**src/rtl/reg_bus_pkg.sv**
```systemverilog
// Shared register-bus definitions: region geometry, FSM states and payload types.
// Reused by the rate decoupler, the address decoder and the peripherals.
package reg_bus_pkg;

    localparam int unsigned REG_NREGION = 4;
    localparam int unsigned REG_SEL_W   = 2;
    localparam int unsigned REG_DW      = 32;
    localparam int unsigned REG_CNT_W   = 16;

    localparam logic [REG_DW-1:0] REG_TIMEOUT_DATA = 32'hDEADBEEF;

    typedef enum logic [1:0] {
        IDLE = 2'd0,
        REQ  = 2'd1,
        DONE = 2'd2
    } reg_state_e;

    // Operation latched at acceptance; held for the life of the transaction
    typedef struct packed {
        logic                 wr;
        logic [REG_SEL_W-1:0] sel;
    } reg_op_t;

    function automatic logic [REG_DW-1:0] reg_rdata_slice(
        input logic [REG_NREGION*REG_DW-1:0] bus,
        input logic [REG_SEL_W-1:0]          idx
    );
        return bus[32'(idx)*REG_DW +: REG_DW];
    endfunction

    function automatic logic [REG_NREGION-1:0] reg_onehot(
        input logic [REG_SEL_W-1:0] idx
    );
        return REG_NREGION'(1) << idx;
    endfunction

endpackage

```
**src/rtl/reg_to_wdog.sv**
```systemverilog
// Transaction timeout counter and saturating timeout-event counter.
// expire_c fires combinationally in the last allowed cycle when no ready is seen.
module reg_to_wdog
    import reg_bus_pkg::*;
#(
    parameter int unsigned TO_CYC = 255
) (
    input  logic                 clk_2,
    input  logic                 rst,
    input  logic                 start,
    input  logic                 run,
    input  logic                 hit,
    output logic                 expire_c,
    output logic [REG_CNT_W-1:0] err_cnt
);

    localparam logic [REG_CNT_W-1:0] CNT_LAST = REG_CNT_W'(TO_CYC - 1);
    localparam logic [REG_CNT_W-1:0] CNT_MAX  = {REG_CNT_W{1'b1}};

    logic [REG_CNT_W-1:0] cnt_q, cnt_d;
    logic [REG_CNT_W-1:0] err_cnt_q, err_cnt_d;

    always_comb begin
        cnt_d     = cnt_q;
        err_cnt_d = err_cnt_q;
        expire_c  = run && !hit && (cnt_q == CNT_LAST);

        if (start) begin
            cnt_d = '0;
        end else if (run && !hit && !expire_c) begin
            cnt_d = cnt_q + REG_CNT_W'(1);
        end

        if (expire_c && (err_cnt_q != CNT_MAX)) begin
            err_cnt_d = err_cnt_q + REG_CNT_W'(1);
        end
    end

    always_ff @(posedge clk_2) begin
        if (rst) begin
            cnt_q     <= '0;
            err_cnt_q <= '0;
        end else begin
            cnt_q     <= cnt_d;
            err_cnt_q <= err_cnt_d;
        end
    end

    assign err_cnt = err_cnt_q;

endmodule

```
**src/rtl/reg_addr_dec.sv**
```systemverilog
// Slow-domain register-bus address decoder: routes each request to one of four
// regions, muxes the response back, and forces completion if a region never answers.
module reg_addr_dec
    import reg_bus_pkg::*;
#(
    parameter int unsigned AW     = 10,
    parameter int unsigned TO_CYC = 255
) (
    input  logic                          clk_2,
    input  logic                          rst,
    input  logic [AW-1:0]                 s_addr,
    input  logic                          s_rd,
    input  logic                          s_wr,
    input  logic [REG_DW-1:0]             s_writedata,
    output logic                          s_ready,
    output logic [REG_DW-1:0]             s_readdata,
    output logic [AW-3:0]                 m_addr,
    output logic [REG_NREGION-1:0]        m_rd,
    output logic [REG_NREGION-1:0]        m_wr,
    output logic [REG_DW-1:0]             m_writedata,
    input  logic [REG_NREGION-1:0]        m_ready,
    input  logic [REG_NREGION*REG_DW-1:0] m_readdata,
    output logic                          timeout_err,
    output logic [REG_CNT_W-1:0]          err_cnt
);

    localparam int unsigned PAW = AW - REG_SEL_W;

    reg_state_e               state_q, state_d;
    reg_op_t                  op_q, op_d;
    logic [PAW-1:0]           m_addr_q, m_addr_d;
    logic [REG_DW-1:0]        m_writedata_q, m_writedata_d;
    logic [REG_NREGION-1:0]   m_rd_q, m_rd_d;
    logic [REG_NREGION-1:0]   m_wr_q, m_wr_d;
    logic                     s_ready_q, s_ready_d;
    logic [REG_DW-1:0]        s_readdata_q, s_readdata_d;
    logic                     timeout_err_q, timeout_err_d;

    logic                     wd_start_c;
    logic                     wd_run_c;
    logic                     sel_ready_c;
    logic                     expire_c;
    logic [REG_SEL_W-1:0]     req_sel_c;

    // Only the latched region's ready counts; the others are ignored entirely
    assign sel_ready_c = m_ready[op_q.sel];
    assign req_sel_c   = s_addr[AW-1 -: REG_SEL_W];

    reg_to_wdog #(
        .TO_CYC (TO_CYC)
    ) u_wdog (
        .clk_2    (clk_2),
        .rst      (rst),
        .start    (wd_start_c),
        .run      (wd_run_c),
        .hit      (sel_ready_c),
        .expire_c (expire_c),
        .err_cnt  (err_cnt)
    );

    // Next-state and registered-output logic
    always_comb begin
        state_d       = state_q;
        op_d          = op_q;
        m_addr_d      = m_addr_q;
        m_writedata_d = m_writedata_q;
        m_rd_d        = m_rd_q;
        m_wr_d        = m_wr_q;
        s_ready_d     = 1'b0;
        s_readdata_d  = s_readdata_q;
        timeout_err_d = 1'b0;
        wd_start_c    = 1'b0;
        wd_run_c      = 1'b0;

        unique case (state_q)
            IDLE: begin
                if (s_rd || s_wr) begin
                    op_d.wr       = s_wr;
                    op_d.sel      = req_sel_c;
                    m_addr_d      = s_addr[PAW-1:0];
                    m_writedata_d = s_writedata;
                    m_rd_d        = s_wr ? '0 : reg_onehot(req_sel_c);
                    m_wr_d        = s_wr ? reg_onehot(req_sel_c) : '0;
                    wd_start_c    = 1'b1;
                    state_d       = REQ;
                end
            end

            REQ: begin
                wd_run_c = 1'b1;
                if (sel_ready_c) begin
                    m_rd_d    = '0;
                    m_wr_d    = '0;
                    s_ready_d = 1'b1;
                    if (!op_q.wr) begin
                        s_readdata_d = reg_rdata_slice(m_readdata, op_q.sel);
                    end
                    state_d = DONE;
                end else if (expire_c) begin
                    m_rd_d        = '0;
                    m_wr_d        = '0;
                    s_ready_d     = 1'b1;
                    timeout_err_d = 1'b1;
                    if (!op_q.wr) begin
                        s_readdata_d = REG_TIMEOUT_DATA;
                    end
                    state_d = DONE;
                end
            end

            // Upstream still holds its request during the s_ready cycle
            DONE: begin
                state_d = IDLE;
            end

            default: begin
                m_rd_d  = '0;
                m_wr_d  = '0;
                state_d = IDLE;
            end
        endcase
    end

    always_ff @(posedge clk_2) begin
        if (rst) begin
            state_q       <= IDLE;
            op_q          <= '0;
            m_addr_q      <= '0;
            m_writedata_q <= '0;
            m_rd_q        <= '0;
            m_wr_q        <= '0;
            s_ready_q     <= 1'b0;
            s_readdata_q  <= '0;
            timeout_err_q <= 1'b0;
        end else begin
            state_q       <= state_d;
            op_q          <= op_d;
            m_addr_q      <= m_addr_d;
            m_writedata_q <= m_writedata_d;
            m_rd_q        <= m_rd_d;
            m_wr_q        <= m_wr_d;
            s_ready_q     <= s_ready_d;
            s_readdata_q  <= s_readdata_d;
            timeout_err_q <= timeout_err_d;
        end
    end

    assign s_ready     = s_ready_q;
    assign s_readdata  = s_readdata_q;
    assign m_addr      = m_addr_q;
    assign m_rd        = m_rd_q;
    assign m_wr        = m_wr_q;
    assign m_writedata = m_writedata_q;
    assign timeout_err = timeout_err_q;

endmodule

```
**config.mk**
```make
export PLATFORM = sky130hd
export DESIGN_NAME = reg_addr_dec
export DESIGN_NICKNAME = d
export VERILOG_FILES = /design/src/rtl/reg_bus_pkg.sv /design/src/rtl/reg_to_wdog.sv /design/src/rtl/reg_addr_dec.sv
export SDC_FILE = /design/constraint.sdc
export NUM_CORES = 1
export LEC_CHECK = 0
export CORE_UTILIZATION = 41
export DETAILED_ROUTE_END_ITERATION = 6
export GPL_ROUTABILITY_DRIVEN = 0
export PLACE_DENSITY_LB_ADDON = 0.08
export SLEW_MARGIN = 20
export SYNTH_ARGS = -nofsm -noshare
export SYNTH_HDL_FRONTEND = slang
export SYNTH_SLANG_ARGS = --single-unit
```
**constraint.sdc**
```tcl
create_clock -name clk_2 -period 2.95 [get_ports clk_2]
set_clock_uncertainty 0.15 [all_clocks]
set_input_delay 0.59 -clock clk_2 [delete_from_list [all_inputs] [get_ports clk_2]]
set_output_delay 0.59 -clock clk_2 [all_outputs]
set_load 0.1 [all_outputs]
```
## Yosys cells after proc, flatten, opt, wreduce, memory -nomap -nowiden

Index checks and enable logic that the tools add are counted.

| cells by class | value |
|---|---|
| $add $sub $neg | 2 |
| magnitude comparators | 1 |
| equal/unequal tests | 8 |
| shifts and indexed selects | 2 |
| mux-type cells | 23 |
| bitwise gates (word level) | 2 |
| reductions and logical operators | 16 |

Operators with widths:

| cell | number |
|---|---|
| 32-bit 2-to-1 mux | 4 |
| 128-bit by 8-bit variable part select with 32-bit output | 1 |
| 16-bit by 1-bit adder with 16-bit output (second input constant) | 2 |
| 4-bit 2-to-1 mux | 6 |
| 4-bit case mux with 3 select lines | 2 |
| 16-bit by 8-bit == test with 1-bit output (second input constant) | 1 |
| 16-bit inequality test (second input constant) | 1 |
| 1-bit 2-to-1 mux | 6 |
| 2-bit 2-to-1 mux | 3 |
| 2-bit inequality test (second input constant) | 3 |
| 1-bit logical AND | 4 |
| 2-bit case mux with 2 select lines | 1 |
| 2-bit AND reduction | 2 |
| 4-bit AND reduction | 1 |
| 2-bit OR reduction | 2 |
| 1-bit by 2-bit << shifter with 4-bit output (first input constant) | 1 |
| 2-bit by 3-bit less-than comparator with 1-bit output (second input constant) | 1 |
| 3-bit by 2-bit inequality test with 1-bit output (second input constant) | 1 |
| 3-bit AND reduction | 1 |
| 3-bit OR reduction | 1 |
| 1-bit binary-select mux with 2-bit select | 1 |
| 2-bit by 1-bit == test with 1-bit output (second input constant) | 1 |
| 2-bit == test (second input constant) | 1 |
| 1-bit logical NOT | 2 |
| 4 further kinds | 5 |

| storage, ports and cells | value |
|---|---|
| register bits | 119 |
| input bits | 178 |
| output and inout bits | 98 |

## Longest topological paths before layout

Gate-level depths: netlist of run 1.

| depth | value |
|---|---|
| depth in word-level cells | 8 |
| depth in mapped cells | 8 |
| gate-level depth less buffers | 7 |

## By module

A second synthesis of run 1 with hierarchy kept.

| unflattened totals | value |
|---|---|
| cell total of the unflattened synthesis | 540 |
| area total of the unflattened synthesis | 5361.4 sq um |

Modules (own cells, without submodules):

| module | times used | cells an instance | area each (sq um) |
|---|---|---|---|
| reg_addr_dec | 1 | 355 | 3768.6 |
| reg_to_wdog | 1 | 185 | 1592.8 |

## Worst setup path after synthesis of run 1

OpenSTA, ideal clock, no wires.

| timing path | value |
|---|---|
| path type | register -> register |
| start point | reg u_wdog.err_cnt_q[0] (netlist: u_wdog.err_cnt[0]) |
| end point | reg u_wdog.err_cnt_q[1] (netlist: u_wdog.err_cnt[1]) |
| library setup time | 0.128 ns |
| data arrival time | 2.661 ns |
| slack | 0.011 ns |
| stages on the path, launching flop included | 8 |
| path buffers | 1 |
| clock period less this slack | 2.939 ns |
| path through | dfxtp_1 ha_1 nand2_1 or4_1 o2111ai_1 buf_2 mux2i_1 nor2_1 |

| between the ends | value |
|---|---|
| word-level cells in the longest chain between the ends | 2 |
| elaborated cells on any way between the ends | 3 |
| those cells by class | add/sub (1); eq/ne (1); reduce/logical (1) |

RTL lines:

| what | RTL line | RTL |
|---|---|---|
| from (decl) | reg_to_wdog.sv:21 | `logic [REG_CNT_W-1:0] err_cnt_q, err_cnt_d;` |
| from (signal assigned) | reg_to_wdog.sv:45 | `err_cnt_q <= err_cnt_d;` |
| branches (longest 2 deep; another with 16-bit by 1-bit adder with 16-bit output) | -- |  |

Several ways; the timed one is not identified.
A chain may end at the register's enable or synchronous reset.

## Worst setup path after layout of run 1

Ends and elaborated chain as after synthesis.

==> results of run 1 <==
==> metrics by stage <==
stage	util [%]	std cells	power, mW
finish	68.73	1066	5.612
detailed placement	63.69	1034	3.382
CTS	68.73	1066	5.661
global placement	63.69	1034	3.368
global route	68.73	1066	5.812
floorplan	-	618	2.859
==> power by group <==
part / internal [mW] / leakage [nW] / switching [mW]
Combinational: 0.541 / 2.07 / 1.03
Clock: 1.56 / 0.314 / 0.700
Sequential: 1.71 / 0.971 / 0.0651
==> worst max-delay path: stages, from the launching register on <==
cell,delay [ps]
sky130_fd_sc_hd__dfxtp_1,430
sky130_fd_sc_hd__ha_1,270
sky130_fd_sc_hd__nand2_1,80
sky130_fd_sc_hd__or4_1,600
sky130_fd_sc_hd__o2111ai_1,420
sky130_fd_sc_hd__buf_4,230
sky130_fd_sc_hd__mux2i_1,180
sky130_fd_sc_hd__nor2_1,50
==> kinds of logic after synthesis <==
logic type | after synthesis
compound gates | 89
fa+ha+maj | 3
simple gates | 303
xor+xnor | 16
buf+inv | 48
flops | 119
mux | 40
==> flip-flops by register name, indices dropped and copies added, names as in the netlist <==
register,cells
u_wdog.cnt_q,16
m_wr,4
state_q,2
op_q,3
u_wdog.err_cnt,16
timeout_err,1
m_writedata,32
m_addr,8
s_readdata,32
s_ready,1
m_rd,4
==> routing by layer <==
metal	vias up	part of all wire, %	GRT usage, %
met5	-	0	0
met4	0	2.9	11.38
met3	28	7.8	8.430
met2	238	49	44.74
met1	2647	40	29.59
li1	2732	-	-
==> how the worst max path moves through the flow <==
stage	startpoint	to	slack, ps
final	u_wdog.err_cnt[0]	u_wdog.err_cnt[1]	410
after global routing	u_wdog.err_cnt[0]	u_wdog.err_cnt[1]	220
after CTS	u_wdog.err_cnt[0]	u_wdog.err_cnt[1]	390
after detailed placement	m_ready[2]	u_wdog.err_cnt[10]	180
after global placement	m_ready[2]	u_wdog.err_cnt[3]	260
after floorplan	u_wdog.err_cnt[0]	u_wdog.err_cnt[1]	10
==> layout make-up <==
cell class | count | area [um^2] | share of cell area, %
tap | 172 | 215.2 | 2.432
clock buffer | 24 | 481.7 | 5.443
clock inverter | 8 | 167.7 | 1.895
timing repair buffer | 289 | 2648 | 29.92
inverter | 3 | 11.26 | 0.1272
multi-input combinational | 451 | 2943 | 33.25
sequential | 119 | 2384 | 26.93
==> layout by cell type (no fill, tap or decap), types with 7 or more instances in the layout <==
| master | count |
|---|---|
| sky130_fd_sc_hd__buf_4 | 110 |
| sky130_fd_sc_hd__nand4_1 | 8 |
| sky130_fd_sc_hd__clkdlybuf4s50_1 | 176 |
| sky130_fd_sc_hd__nor3_1 | 53 |
| sky130_fd_sc_hd__clkbuf_16 | 17 |
| sky130_fd_sc_hd__nor2_1 | 64 |
| sky130_fd_sc_hd__nand3_1 | 19 |
| sky130_fd_sc_hd__nor4_1 | 8 |
| sky130_fd_sc_hd__dfxtp_1 | 118 |
| sky130_fd_sc_hd__o21ai_0 | 7 |
| sky130_fd_sc_hd__or3_1 | 7 |
| sky130_fd_sc_hd__nand2_1 | 109 |
| sky130_fd_sc_hd__a21oi_1 | 62 |
| sky130_fd_sc_hd__xnor2_1 | 12 |
| sky130_fd_sc_hd__mux4_2 | 32 |
==> results.ini, run 1 <==
[synthesis]
yosys.cell_count.top_type = sky130_fd_sc_hd__dfxtp_1
syn-num-nets = 799
ys_async_sr_fraction_pct = 0
synth-edff-count = 0
synth_simple_gate_area_share_pct = 25.78
mappedNetlistArea_um2 = 5504
synthDistinctLibCells = 50
post-synth-top-area-cell = sky130_fd_sc_hd__dfxtp_1
post_synthesis_xor_xnor_area_fraction_pct = 2.546
ys_top_cells_by_area = sky130_fd_sc_hd__dfxtp_1 43%, sky130_fd_sc_hd__mux4_2 13%, sky130_fd_sc_hd__nand2_1 7.4%
synth_compound_area_share_pct = 9.343
synth_top_family_by_area = simple AND/OR/NAND/NOR gates
synth_sequential_area_ratio_pct = 43.28
syn-instance-count = 618
syn_area_per_cell_um2 = 8.906
number_of_storage_elements_in_the_synthesis_netlist = 119
synth_top_area_share_pct = 43.28
synth.mux.area_fraction_pct = 14.73
yosys_warnings = 0
synthTopCellsByCount = 119 x sky130_fd_sc_hd__dfxtp_1, 109 x sky130_fd_sc_hd__nand2_1, 64 x sky130_fd_sc_hd__nor2_1, 62 x sky130_fd_sc_hd__a21oi_1, 55 x sky130_fd_sc_hd__nor3_1
yosys_most_used_dff = sky130_fd_sc_hd__dfxtp_1
synth-adder-area-share_pct = 0.6820

[sta]
worst_margin_slew_ps = 607.9
hold_violations = 0
finalCriticalPeriod_ps = 2543
slew_headroom_pct = 59.47
number_of_failing_setup_endpoints_in_the_final_timing_report = 0
rsz0062_at_grt = no
fin_setup_tns_ps = 0
max_freq_mhz = 393.3
hold-worst-slack_ps = 305.3
maxSlewViolCount = 0
fin_crit_sh_pct = 86.19
worst_slack_ps = 407.4

[cts]
worst_setup_hold_path_clk_slew_ps = 50
numCtsBuffers = 17
cts.path.max_buffers = 2
post_cts_resize_count = 0
cts_max_level = 4
post_cts_hold_buffer_count = 0
root_buffer = sky130_fd_sc_hd__clkbuf_16
cts_num_sinks = 119
post_cts_buffers = 0
worst_skew_pair.late_latency_ps = 410
tritoncts_clock_tree = done

[critical_path]
arrival_ps = 2680
required_ps = 3080
crit_fanout = 7
reg2reg_setup_slack_ps = 410
worst_setup_path_start_kind = register
r2r_end = u_wdog.err_cnt[1]
worst_setup_path_end_kind = register
timing.reg2reg.worst_path_depth = 7
crit-reg2reg-launch = u_wdog.err_cnt[0]
crit_type = reg2reg

[global_route]
grt-ovfl-total = 0
maximum_number_of_pins_on_one_net_before_global_route_repair = 48
antenna_violations_before_repair = 0
via_count_of_the_first_global_routing_pass = 5466
wire_length_of_the_first_global_routing_pass_um = 28520
grt_util_all_layers_pct = 26.12

[hold_path]
whs_path_depth = 2
worstHoldEndpoint = m_writedata[31]
timing.hold.worst.class = reg2reg
hold_path_startpoint = m_writedata[31]

[place]
hpwlAfterDp_um = 13590
io_buffer_count = 275
preCtsSetupSlack_ps = 176.6
placed_area_um2 = 8200

[power_and_ir_drop]
peakVddDrop_mv = 0.4888
areal_power_density_over_the_cells_nw_per_um2 = 634.1
leakage_power_summed_over_all_cells_nw = 3.352

[floorplan]
core_region_area_um2 = 12880
die_height_um = 117.9
number_of_top_level_pins = 276
fp.dieArea_um2 = 13890
die_w_um = 117.9
core.rowCount = 41
start_util_pct = 42.75

[final_layout]
antenna_cells_inserted = 0
nFillCells = 1038
design.final.nets = 1062
syn2layout_area_growth_pct = 60.79
share_of_final_layout_standard_cells_stronger_than_drive_strength_1_pct = 20.92
fin_area_um2 = 8850

[drt]
drt_wl_total_um = 18230
drc = 0
route.vias.total = 5645
drt_first_pass_iters = 4
drt_iter0_drc = 247
routedWlPerCell_um = 17.10
vias_per_cell = 5.295
drt.antenna.violating_nets = 0

[flow_run]
timing.max_cap.violations = 0

[run_status]
run_status = complete, no violations

Power figures use the tool's default switching activity.
==> run 2: changes to the inputs <==
--- a/config.mk
+++ b/config.mk
@@ -7,7 +7,7 @@
 export LEC_CHECK = 0
 export CORE_UTILIZATION = 41
 export DETAILED_ROUTE_END_ITERATION = 6
-export GPL_ROUTABILITY_DRIVEN = 0
+export HOLD_SLACK_MARGIN = 0.12
 export PLACE_DENSITY_LB_ADDON = 0.08
 export SLEW_MARGIN = 20
 export SYNTH_ARGS = -nofsm -noshare
==> results of run 2 <==
Final layout, timing and power as in run 1 (identical DEF).
==> run 3: changes to the inputs <==
--- a/config.mk
+++ b/config.mk
@@ -5,6 +5,7 @@
 export SDC_FILE = /design/constraint.sdc
 export NUM_CORES = 1
 export LEC_CHECK = 0
+export CORE_MARGIN = 4
 export CORE_UTILIZATION = 41
 export DETAILED_ROUTE_END_ITERATION = 6
 export HOLD_SLACK_MARGIN = 0.12
==> run 3 against run 2 <==
Effect of this change: wire length up 3.3%; first-iteration DRC count rose by 43%; power is 6.6% lower; fmax is 1.6% lower; utilization is 2.3 points lower; flip-flop and latch count unchanged; via count shrank 0.32%; sequential share of layout area up 0.30 points; clock power down 16%; cell count rose by 0.38%; final area fell by 1.0%; die area grew 10%; critical path type unchanged; critical endpoint unchanged.
==> results.ini, run 3 (synthesis gave the netlist of run 1 again) <==
[run_status]
run_status = complete, no violations

[cts]
cts_max_level = 4  ; unchanged
post_cts_buffers = 0  ; unchanged
numCtsBuffers = 17  ; unchanged
cts_num_sinks = 119  ; unchanged
root_buffer = sky130_fd_sc_hd__clkbuf_16
post_cts_resize_count = 0  ; unchanged
post_cts_hold_buffer_count = 0  ; unchanged
cts.path.max_buffers = 2  ; unchanged
tritoncts_clock_tree = done
worst_skew_pair.late_latency_ps = 410  ; about the same
worst_setup_hold_path_clk_slew_ps = 50  ; about the same

[hold_path]
worstHoldEndpoint = m_writedata[8]
whs_path_depth = 2  ; unchanged
hold_path_startpoint = m_writedata[8]
timing.hold.worst.class = reg2reg

[place]
gp_congestion = 0.8537
hpwlAfterDp_um = 14170  ; +4.3%
io_buffer_count = 275  ; unchanged
dpl.cell_count = 1039  ; +0.48%
preCtsSetupSlack_ps = 138.1  ; -38.46 ps

[power_and_ir_drop]
sequential_share_of_power_pct = 33.9  ; +2.3 points
combinationalPowerShare_pct = 30.1  ; +2.1 points
share_clk_of_total_power_pct = 36.0  ; -4.3 points
power_switching_share_pct = 33.71  ; +1.7 points
areal_power_density_over_the_cells_nw_per_um2 = 598.5  ; -5.6%
switching_power_mw = 1.767  ; -1.7%
peakVddDrop_mv = 0.4376  ; -10%
p_int_mw = 3.475  ; -8.9%
leakage_power_summed_over_all_cells_nw = 3.316  ; -1.1%

[global_route]
global_route.usage.met2_pct = 38.97  ; -5.8 points
via_count_of_the_first_global_routing_pass = 5474  ; +0.15%
wire_length_of_the_first_global_routing_pass_um = 27730  ; -2.8%
grt.met1_usage_pct = 27.52  ; -2.1 points
maximum_number_of_pins_on_one_net_before_global_route_repair = 45  ; -6.3%
grt_util_all_layers_pct = 23.34  ; -2.8 points
global_route.usage.met3_pct = 8.810  ; +0.38 points
global_route.peak_usage_layer = met2
antenna_violations_before_repair = 0  ; unchanged
grt-ovfl-total = 0  ; unchanged

[critical_path]
crit-reg2reg-launch = u_wdog.err_cnt[0]
crit_path_max_incr_delay_ps = 610  ; about the same
crit_chain = ha_1, nand2_1, or4_1, o2111ai_1, buf_4, mux2i_1, nor2_1
crit_type = reg2reg
reg2reg_setup_slack_ps = 370  ; -40 ps
arrival_ps = 2720  ; +40 ps
crit_slowest_cell = sky130_fd_sc_hd__or4_1
crit_fanout = 7  ; unchanged
required_ps = 3080  ; about the same
r2r_end = u_wdog.err_cnt[1]
worst_setup_path_start_kind = register
worst_setup_path_end_kind = register
timing.reg2reg.worst_path_depth = 7  ; unchanged

[final_layout]
syn2layout_area_growth_pct = 59.10
mostFrequentLayoutCells = 176 x sky130_fd_sc_hd__clkdlybuf4s50_1, 117 x sky130_fd_sc_hd__dfxtp_1, 111 x sky130_fd_sc_hd__buf_4
finish.cell_count_without_fillers = 1070  ; +0.38%
design.final.nets = 1063  ; +0.094%
layout.cells.most_common = sky130_fd_sc_hd__clkdlybuf4s50_1
nFillCells = 1080  ; +4.0%
antenna_cells_inserted = 0  ; unchanged
share_of_final_layout_standard_cells_stronger_than_drive_strength_1_pct = 20.92  ; unchanged
layout.core_utilization_pct = 66.39  ; -2.3 points

[flow_run]
timing.max_cap.violations = 0  ; unchanged

[drt]
routedWlPerCell_um = 17.59  ; +2.9%
drt_first_pass_iters = 5  ; +1
drc = 0  ; unchanged
drt_wl_total_um = 18820  ; +3.3%
route.vias.total = 5627  ; -0.32%
vias_per_cell = 5.259  ; -0.69%
drt.antenna.violating_nets = 0  ; unchanged
drt_iter0_drc = 354  ; +43%

[sta]
fin_crit_sh_pct = 87.60  ; +1.4 points
number_of_failing_setup_endpoints_in_the_final_timing_report = 0  ; unchanged
slew_headroom_pct = 58.68  ; -0.79 points
hold-worst-slack_ps = 302.4  ; -2.866 ps
finalCriticalPeriod_ps = 2584  ; +41.51 ps
maxSlewViolCount = 0  ; unchanged
worst_margin_slew_ps = 619.9  ; +11.92 ps
fin_setup_tns_ps = 0  ; unchanged
rsz0062_at_grt = no
max_freq_mhz = 387.0  ; -1.6%
worst_slack_ps = 365.9  ; -41.51 ps
hold_violations = 0  ; unchanged

[floorplan]
start_util_pct = 41.73  ; -1.0 points
number_of_top_level_pins = 276  ; unchanged
fp.dieArea_um2 = 15340  ; +10%
core_region_area_um2 = 13190  ; +2.4%
core.rowCount = 42  ; +2.4%
die_w_um = 123.9  ; +5.1%
die_height_um = 123.9  ; +5.1%

==> run 3: critical path: cells and delay by family, from the launching register on <==
kind | cells | cell delay [ps]
AOI/OAI and AO/OA | 1 | 460
muxes | 1 | 190
buffers and inverters | 1 | 240
and+or+nand+nor | 3 | 740
adders and majority gates | 1 | 250
DFF | 1 | 440
==> run 3: area by class of cell <==
| class | instances | area, um^2 | share of cell area (%) |
|---|---|---|---|
| inverter | 3 | 11.26 | 0.1286 |
| tap | 176 | 220.2 | 2.515 |
| clock buffer | 29 | 540.5 | 6.172 |
| sequential | 119 | 2385 | 27.23 |
| timing repair buffer | 290 | 2655 | 30.32 |
| multi-input combinational | 451 | 2935 | 33.52 |
| clock inverter | 2 | 10.01 | 0.1143 |
==> run 3: worst max-delay path by stage <==
| stage | start | to | slack (ps) | cells after the start |
|---|---|---|---|---|
| 6_report | u_wdog.err_cnt[0] | u_wdog.err_cnt[1] | 370 | 7 |
| 5_1_grt | u_wdog.err_cnt[0] | u_wdog.err_cnt[1] | 170 | 7 |
| 4_1_cts | u_wdog.err_cnt[0] | u_wdog.err_cnt[1] | 370 | 7 |
| 3_5_place_dp | m_ready[2] | u_wdog.err_cnt[10] | 140 | 6 |
| 3_3_place_gp | m_ready[2] | u_wdog.err_cnt[3] | 230 | 7 |
| 2_1_floorplan | u_wdog.err_cnt[0] | u_wdog.err_cnt[1] | 10 | 7 |
==> run 3: metal layers <==
| layer | up-vias | share of wire (%) |
|---|---|---|
| met3 | 25 | 11 |
| met2 | 241 | 48 |
| li1 | 2737 | - |
| met4 | 0 | 1.9 |
| met5 | - | 0 |
| met1 | 2624 | 39 |
==> run 3: power by group through the flow <==
stage / registers (mW) / clock network [mW] / logic [mW]
final: 1.78 / 1.89 / 1.58
after global routing: 1.79 / 2.00 / 1.65
after CTS: 1.78 / 1.93 / 1.58
after detailed placement: 1.81 / 0 / 1.58
after global placement: 1.80 / 0 / 1.56
after floorplan: 2.45 / 0 / 0.410
==> run 3: through the flow <==
stage	power [mW]	area, um^2
finish	5.242	8757
CTS	5.291	8757
detailed placement	3.386	8207
floorplan	2.859	5504
global placement	3.368	8207
global route	5.443	8757
